==> src/rtl/cpi_global_ctrl.sv <==
// CPI global link controller.
// Runs the connect / disconnect handshake with the fabric, keeps the sticky
// fatal / viral / timeout error flags, and tracks epoch open / commit / reject
// numbering while the link is up.
module cpi_global_ctrl #(
    parameter int EPOCH_W   = 8,
    parameter int NUM_RX_CH = 4,
    parameter int TIMEOUT   = 1024
) (
    input  logic                 clk,
    input  logic                 rst_n,
    input  logic                 connect_en,
    input  logic                 disconnect_req,
    output logic                 txcon_req,
    input  logic                 rxcon_ack,
    input  logic                 rxdiscon_nack,
    input  logic [NUM_RX_CH-1:0] rx_empty,
    input  logic                 err_fatal_in,
    input  logic                 err_viral_in,
    output logic                 fatal,
    output logic                 viral,
    input  logic                 epoch_open,
    input  logic                 epoch_close_ok,
    input  logic                 epoch_close_fail,
    output logic [EPOCH_W-1:0]   epoch_id,
    output logic [EPOCH_W-1:0]   epoch_commit,
    output logic [EPOCH_W-1:0]   epoch_reject,
    output logic                 link_up,
    output logic [2:0]           state,
    output logic                 timeout_err
);

    typedef enum logic [2:0] {
        ST_DISC      = 3'd0,
        ST_CONN_REQ  = 3'd1,
        ST_CONNECTED = 3'd2,
        ST_DISC_REQ  = 3'd3,
        ST_ERROR     = 3'd4
    } state_t;

    // Last count value before a handshake wait is declared stuck.
    localparam logic [15:0] WAIT_MAX = 16'(TIMEOUT - 1);

    state_t      state_q;
    state_t      next_state;
    logic [15:0] wait_cnt;
    logic        wait_done;
    logic        timeout_hit;
    logic        enter_error;
    logic        fatal_set;
    logic        epoch_active;
    logic        leave_bad;
    logic        close_ok;
    logic        close_fail;
    logic        abort;
    logic        closing;
    logic        open_ok;

    assign wait_done = (wait_cnt == WAIT_MAX);
    assign state     = state_q;

    // Next-state decode for the link handshake.
    always_comb begin
        // NOTE: every always_comb output gets a default first so no path leaves it unassigned (which would infer a latch).
        next_state  = state_q;
        timeout_hit = 1'b0;
        case (state_q)
            ST_DISC: begin
                // A stale ack from the fabric blocks a new request.
                if (connect_en && !rxcon_ack) next_state = ST_CONN_REQ;
            end
            ST_CONN_REQ: begin
                if (!connect_en) begin
                    next_state = ST_DISC;
                end else if (rxcon_ack) begin
                    next_state = ST_CONNECTED;
                end else if (wait_done) begin
                    next_state  = ST_ERROR;
                    timeout_hit = 1'b1;
                end
            end
            ST_CONNECTED: begin
                // Fabric dropping ack under us is fatal and beats a local disconnect.
                if (!rxcon_ack) begin
                    next_state = ST_ERROR;
                end else if (disconnect_req || !connect_en) begin
                    next_state = ST_DISC_REQ;
                end
            end
            ST_DISC_REQ: begin
                if (rxdiscon_nack) begin
                    next_state = ST_CONNECTED;
                end else if (!rxcon_ack && (&rx_empty)) begin
                    next_state = ST_DISC;
                end else if (wait_done) begin
                    next_state  = ST_ERROR;
                    timeout_hit = 1'b1;
                end
            end
            ST_ERROR: next_state = ST_ERROR;
            default:  next_state = ST_ERROR;
        endcase
    end

    assign enter_error = (next_state == ST_ERROR) && (state_q != ST_ERROR);
    assign fatal_set   = err_fatal_in || enter_error;

    // State register, handshake wait counter and registered link outputs.
    always_ff @(posedge clk or negedge rst_n) begin
        if (!rst_n) begin
            state_q   <= ST_DISC;
            wait_cnt  <= '0;
            txcon_req <= 1'b0;
            link_up   <= 1'b0;
        end else begin
            // NOTE: sequential state uses non-blocking assignment so every flop samples pre-edge values.
            state_q   <= next_state;
            txcon_req <= (next_state == ST_CONN_REQ) || (next_state == ST_CONNECTED);
            link_up   <= (next_state == ST_CONNECTED);
            if (next_state != state_q) begin
                wait_cnt <= '0;
            end else if ((state_q == ST_CONN_REQ) || (state_q == ST_DISC_REQ)) begin
                wait_cnt <= wait_cnt + 16'd1;
            end
        end
    end

    // Sticky error flags; viral follows every new fatal event.
    always_ff @(posedge clk or negedge rst_n) begin
        if (!rst_n) begin
            fatal       <= 1'b0;
            viral       <= 1'b0;
            timeout_err <= 1'b0;
        end else begin
            if (fatal_set)                  fatal       <= 1'b1;
            if (fatal_set || err_viral_in)  viral       <= 1'b1;
            if (timeout_hit)                timeout_err <= 1'b1;
        end
    end

    // Epoch bookkeeping: a close retires the current number, an open may reuse the same cycle.
    assign leave_bad  = (state_q == ST_CONNECTED) && (next_state != ST_CONNECTED)
                        && (next_state != ST_DISC_REQ);
    assign close_fail = epoch_active && epoch_close_fail;
    assign close_ok   = epoch_active && epoch_close_ok && !epoch_close_fail;
    assign abort      = epoch_active && leave_bad;
    assign closing    = close_fail || close_ok || abort;
    assign open_ok    = epoch_open && link_up && !leave_bad && (!epoch_active || closing);

    // Epoch number, commit / reject capture and open flag.
    always_ff @(posedge clk or negedge rst_n) begin
        if (!rst_n) begin
            epoch_id     <= '0;
            epoch_commit <= '0;
            epoch_reject <= '0;
            epoch_active <= 1'b0;
        end else begin
            if (close_fail || abort) begin
                epoch_reject <= epoch_id;
            end else if (close_ok) begin
                epoch_commit <= epoch_id;
            end
            if (open_ok) begin
                epoch_id     <= epoch_id + 1'b1;
                epoch_active <= 1'b1;
            end else if (closing) begin
                epoch_active <= 1'b0;
            end
        end
    end

endmodule

==> config.mk <==
export PLATFORM = sky130hd
export DESIGN_NAME = cpi_global_ctrl
export DESIGN_NICKNAME = d
export VERILOG_FILES = /design/src/rtl/cpi_global_ctrl.sv
export SDC_FILE = /design/constraint.sdc
export NUM_CORES = 1
export LEC_CHECK = 0
export ABC_CLOCK_PERIOD_IN_PS = 1700
export CORE_MARGIN = 2
export CORE_UTILIZATION = 40
export DETAILED_ROUTE_END_ITERATION = 10
export GPL_TIMING_DRIVEN = 0
export PLACE_DENSITY_LB_ADDON = 0.08
export SLEW_MARGIN = 10
export SYNTH_ARGS = -nofsm -noshare
export SYNTH_HDL_FRONTEND = slang
export SYNTH_SLANG_ARGS = --single-unit
==> constraint.sdc <==
create_clock -name clk -period 1.7 [get_ports clk]
set_input_delay 0.17 -clock clk [delete_from_list [all_inputs] [get_ports clk]]
set_output_delay 0.17 -clock clk [all_outputs]
set_load 0.02 [all_outputs]
==> results of run 1 <==
power groups by stage:
stage | combinational, mW | sequential, mW | clock [mW]
global route | 0.816 | 1.35 | 0.757
global placement | 0.540 | 1.35 | 0
finish | 0.756 | 1.33 | 0.692
floorplan | 0.251 | 1.40 | 0
CTS | 0.733 | 1.32 | 0.705
detailed placement | 0.549 | 1.35 | 0
area by class of cell:
type,count,area [um2],share of cell area
clock inverter,1,7.51,0.00197
timing repair buffer,87,836,0.220
tap,75,93.8,0.0247
multi-input combinational,147,1450,0.381
buffer,9,88.8,0.0233
clock buffer,7,76.3,0.0201
inverter,4,15.0,0.00394
sequential,49,1240,0.326
routing by layer:
layer / part of all wire / GRT usage
met4: 0.0095 / 0.0541
met5: 0 / 0
met2: 0.50 / 0.347
met3: 0.032 / 0.0326
met1: 0.46 / 0.281
worst max-delay path: cells and delay by family, from the launching register on:
family	cells	cell delay, ns
fa+ha+maj	1	0.17
compound gates	3	0.62
buf+inv	2	0.26
simple gates	1	0.19
flops	1	0.45
cells by family after synthesis:
| logic type | synth area share |
|---|---|
| compound gates | 0.144 |
| xor+xnor | 0.0530 |
| fa+ha+maj | 0.0101 |
| buf+inv | 0.0313 |
| flops | 0.495 |
| mux | 0.0772 |
| simple gates | 0.190 |
sequential cells by signal, indices dropped and copies added, names as in the netlist, 3 cells and up:
name / cells
wait_cnt: 16
epoch_commit: 8
epoch_id: 8
epoch_reject: 8
state: 3
synthesized netlist by cell type (all sizes together), types with 2 or more instances:
library cell  count  share of area
o31ai             6          0.024
dfrtp            49           0.49
nand3             8          0.023
buf               8          0.022
nand2b            4          0.010
or3               3         0.0076
ha                2          0.010
a221oi            8          0.038
or4               6          0.020
a211oi           10          0.032
a21oi             3         0.0061
nor4              2         0.0076
o21ai             5          0.010
nor2b             2         0.0050
nor3b             3         0.0091
nor2              5         0.0076
clkbuf            2         0.0030
or2               2         0.0051
nand4             7          0.018
xnor2             7          0.025
nand2            13          0.021
a31oi             2         0.0050
xor2              8          0.028
inv               4         0.0061
nand3b            2         0.0061
and3              4          0.010
mux2             17          0.077
how the worst min path moves through the flow:
stage	startpoint	endpoint	depth (start not counted)
after global routing	rst_n	wait_cnt[7]	2
final	rst_n	wait_cnt[7]	2
after CTS	rxcon_ack	epoch_active	3
after global placement	timeout_err	timeout_err	1
after detailed placement	rst_n	wait_cnt[7]	1
after floorplan	rst_n	epoch_active	0
timing repair:
item,in CTS,in global routing
setup endpoints to repair,42,43
cloned,3,0
setup buffers,31,7
gates resized for setup,50,27
pin swaps,12,12
hold buffers,1,0
endpoints found under the hold margin,13,0
==> flow_metrics.py, run 1 <==
metrics = {
    "worst_setup_path": {
        "path_class": "reg -> reg",
        "endpoint": "wait_cnt[13]",
        "worst_path_largest_cell_delay_ns": 0.45,
        "end_kind": "register",
        "r2r-end": "wait_cnt[13]",
        "critPathArrivalTime_ns": 1.99,
        "cp_slowest_cell": "dfrtp_2",
        "cp-start-kind": "register",
        "path_max_fanout": 4,
        "critPathLaunch": "wait_cnt[0]",
        "cpMostUsedCell": "buf_6",
        "reg2reg_depth": 7,
        "reg2reg_slack_ns": -0.08,
        "cp.required_ns": 1.91,
        "r2r_start": "wait_cnt[0]",
        "cp_cell_sequence": "ha_4 -> and3_4 -> a41o_1 -> a21o_1 -> buf_6 -> buf_6 -> a221oi_2",
    },
    "place": {
        "placed_cells": 331,
        "pre_cts_ws_ns": -0.394,
        "dp_hpwl_um": 3920,
        "gp_congestion": 0.809,
        "portBuffers": 45,
        "placed_area_um2": 3080,
    },
    "global_route": {
        "first_global_vias": 2107,
        "grt_pass1_wl_um": 10700,
        "grt-ovfl-total": 0,
        "antenna_found_initial": 0,
        "track_usage": 0.208,
        "grt_max_degree": 37,
    },
    "clock_network": {
        "clock_latency_ns": 0.30,
        "clk_pin_slew_ns": 0.09,
        "cts_tree": "built",
        "clkSinkCount": 49,
        "cts_max_path_buffers": 2,
        "htree_levels": 2,
        "cts_root_buf": "clkbuf_8",
        "cts_buffers": 5,
    },
    "sta": {
        "period_needed_ns": 1.78,
        "drv_slew": 0,
        "setup_viol": 28,
        "clock_skew_ns": 0.00580,
        "max_freq_ghz": 0.561,
        "setup-tns-final_ns": -1.26,
        "slew_headroom": 0.562,
        "finalWorstSetupSlack_ns": -0.0827,
        "fin_crit_sh": 1.05,
        "hold_ws_ns": 0.310,
        "rsz0062_at_grt": "true",
        "worst_slew_pin_slew_ns": 0.655,
        "finalHoldViolations": 0,
    },
    "cells_and_area": {
        "utilization": 0.639,
        "layout_commonest_cell": "clkdlybuf4s50_1",
        "fin_area_um2": 3810,
        "syn2layout_area_growth_pct": 53.6,
        "antenna_cells": 0,
        "final_cell_mix": "clkdlybuf4s50_1 (44), dfrtp_1 (38), buf_4 (31), buf_6 (11), dfrtp_2 (11)",
        "instances_no_fill": 379,
        "fill_cells": 485,
        "drive_gt1_frac": 0.428,
        "layout.nets": 320,
    },
    "route": {
        "ant_nets": 0,
        "drt_iter0_drc": 103,
        "wl_per_cell_um": 17.5,
        "drt_first_pass_iters": 4,
        "via_count": 2052,
        "avgViaCountPerCell": 5.41,
        "drc": 0,
        "wirelength_um": 6620,
    },
    "power": {
        "combPwrFrac": 0.272,
        "switching_share": 0.311,
        "power_density_nw_per_um2": 730,
        "power.total_mw": 2.78,
        "seqPwrFrac": 0.479,
        "vdd_drop_max_v": 0.000469,
        "switchingPower_uw": 864,
        "power_frac_clock": 0.249,
        "leakage_nw": 1.54,
        "p_int_mw": 1.92,
    },
    "synthesis": {
        "avgSynthCellArea_um2": 11.8,
        "synth-seq-cells": 49,
        "yosysSeqAreaShare": 0.495,
        "netlist_instances": 210,
        "synth_flop_cell": "dfrtp_1",
        "ys_types": 58,
        "synth-async-reset-ratio": 1.00,
        "netlist_area_um2": 2480,
        "synth-edff-count": 0,
        "synth_warnings": 0,
        "syn_nets": 227,
    },
    "flow_run": {
        "drv_cap": 0,
    },
    "floorplanning": {
        "rows": 28,
        "io_pins": 47,
        "start_util": 0.416,
        "die_h_um": 82.7,
        "die_w_um": 82.7,
        "dieArea_um2": 6840,
        "core_area_um2": 5960,
    },
    "status": {
        "violations": "negative setup slack",
        "status": "finished with violations",
    },
    "min_path": {
        "hp-class": "in -> async",
    },
}
(Power assumes the default switching activity.)
==> inputs of run 2 (changes only) <==
--- a/config.mk
+++ b/config.mk
@@ -8,6 +8,7 @@
 export ABC_CLOCK_PERIOD_IN_PS = 1700
 export CORE_MARGIN = 2
 export CORE_UTILIZATION = 40
+export CTS_CLUSTER_DIAMETER = 50
 export DETAILED_ROUTE_END_ITERATION = 10
 export GPL_TIMING_DRIVEN = 0
 export PLACE_DENSITY_LB_ADDON = 0.08
==> results of run 2 <==
The final DEF is identical to that of run 1; final timing and power are the same.
==> inputs of run 3 (changes only) <==
--- a/config.mk
+++ b/config.mk
@@ -9,6 +9,7 @@
 export CORE_MARGIN = 2
 export CORE_UTILIZATION = 40
 export CTS_CLUSTER_DIAMETER = 50
+export CTS_CLUSTER_SIZE = 16
 export DETAILED_ROUTE_END_ITERATION = 10
 export GPL_TIMING_DRIVEN = 0
 export PLACE_DENSITY_LB_ADDON = 0.08
==> results of run 3 <==
The final DEF is identical to that of run 1; final timing and power are the same.
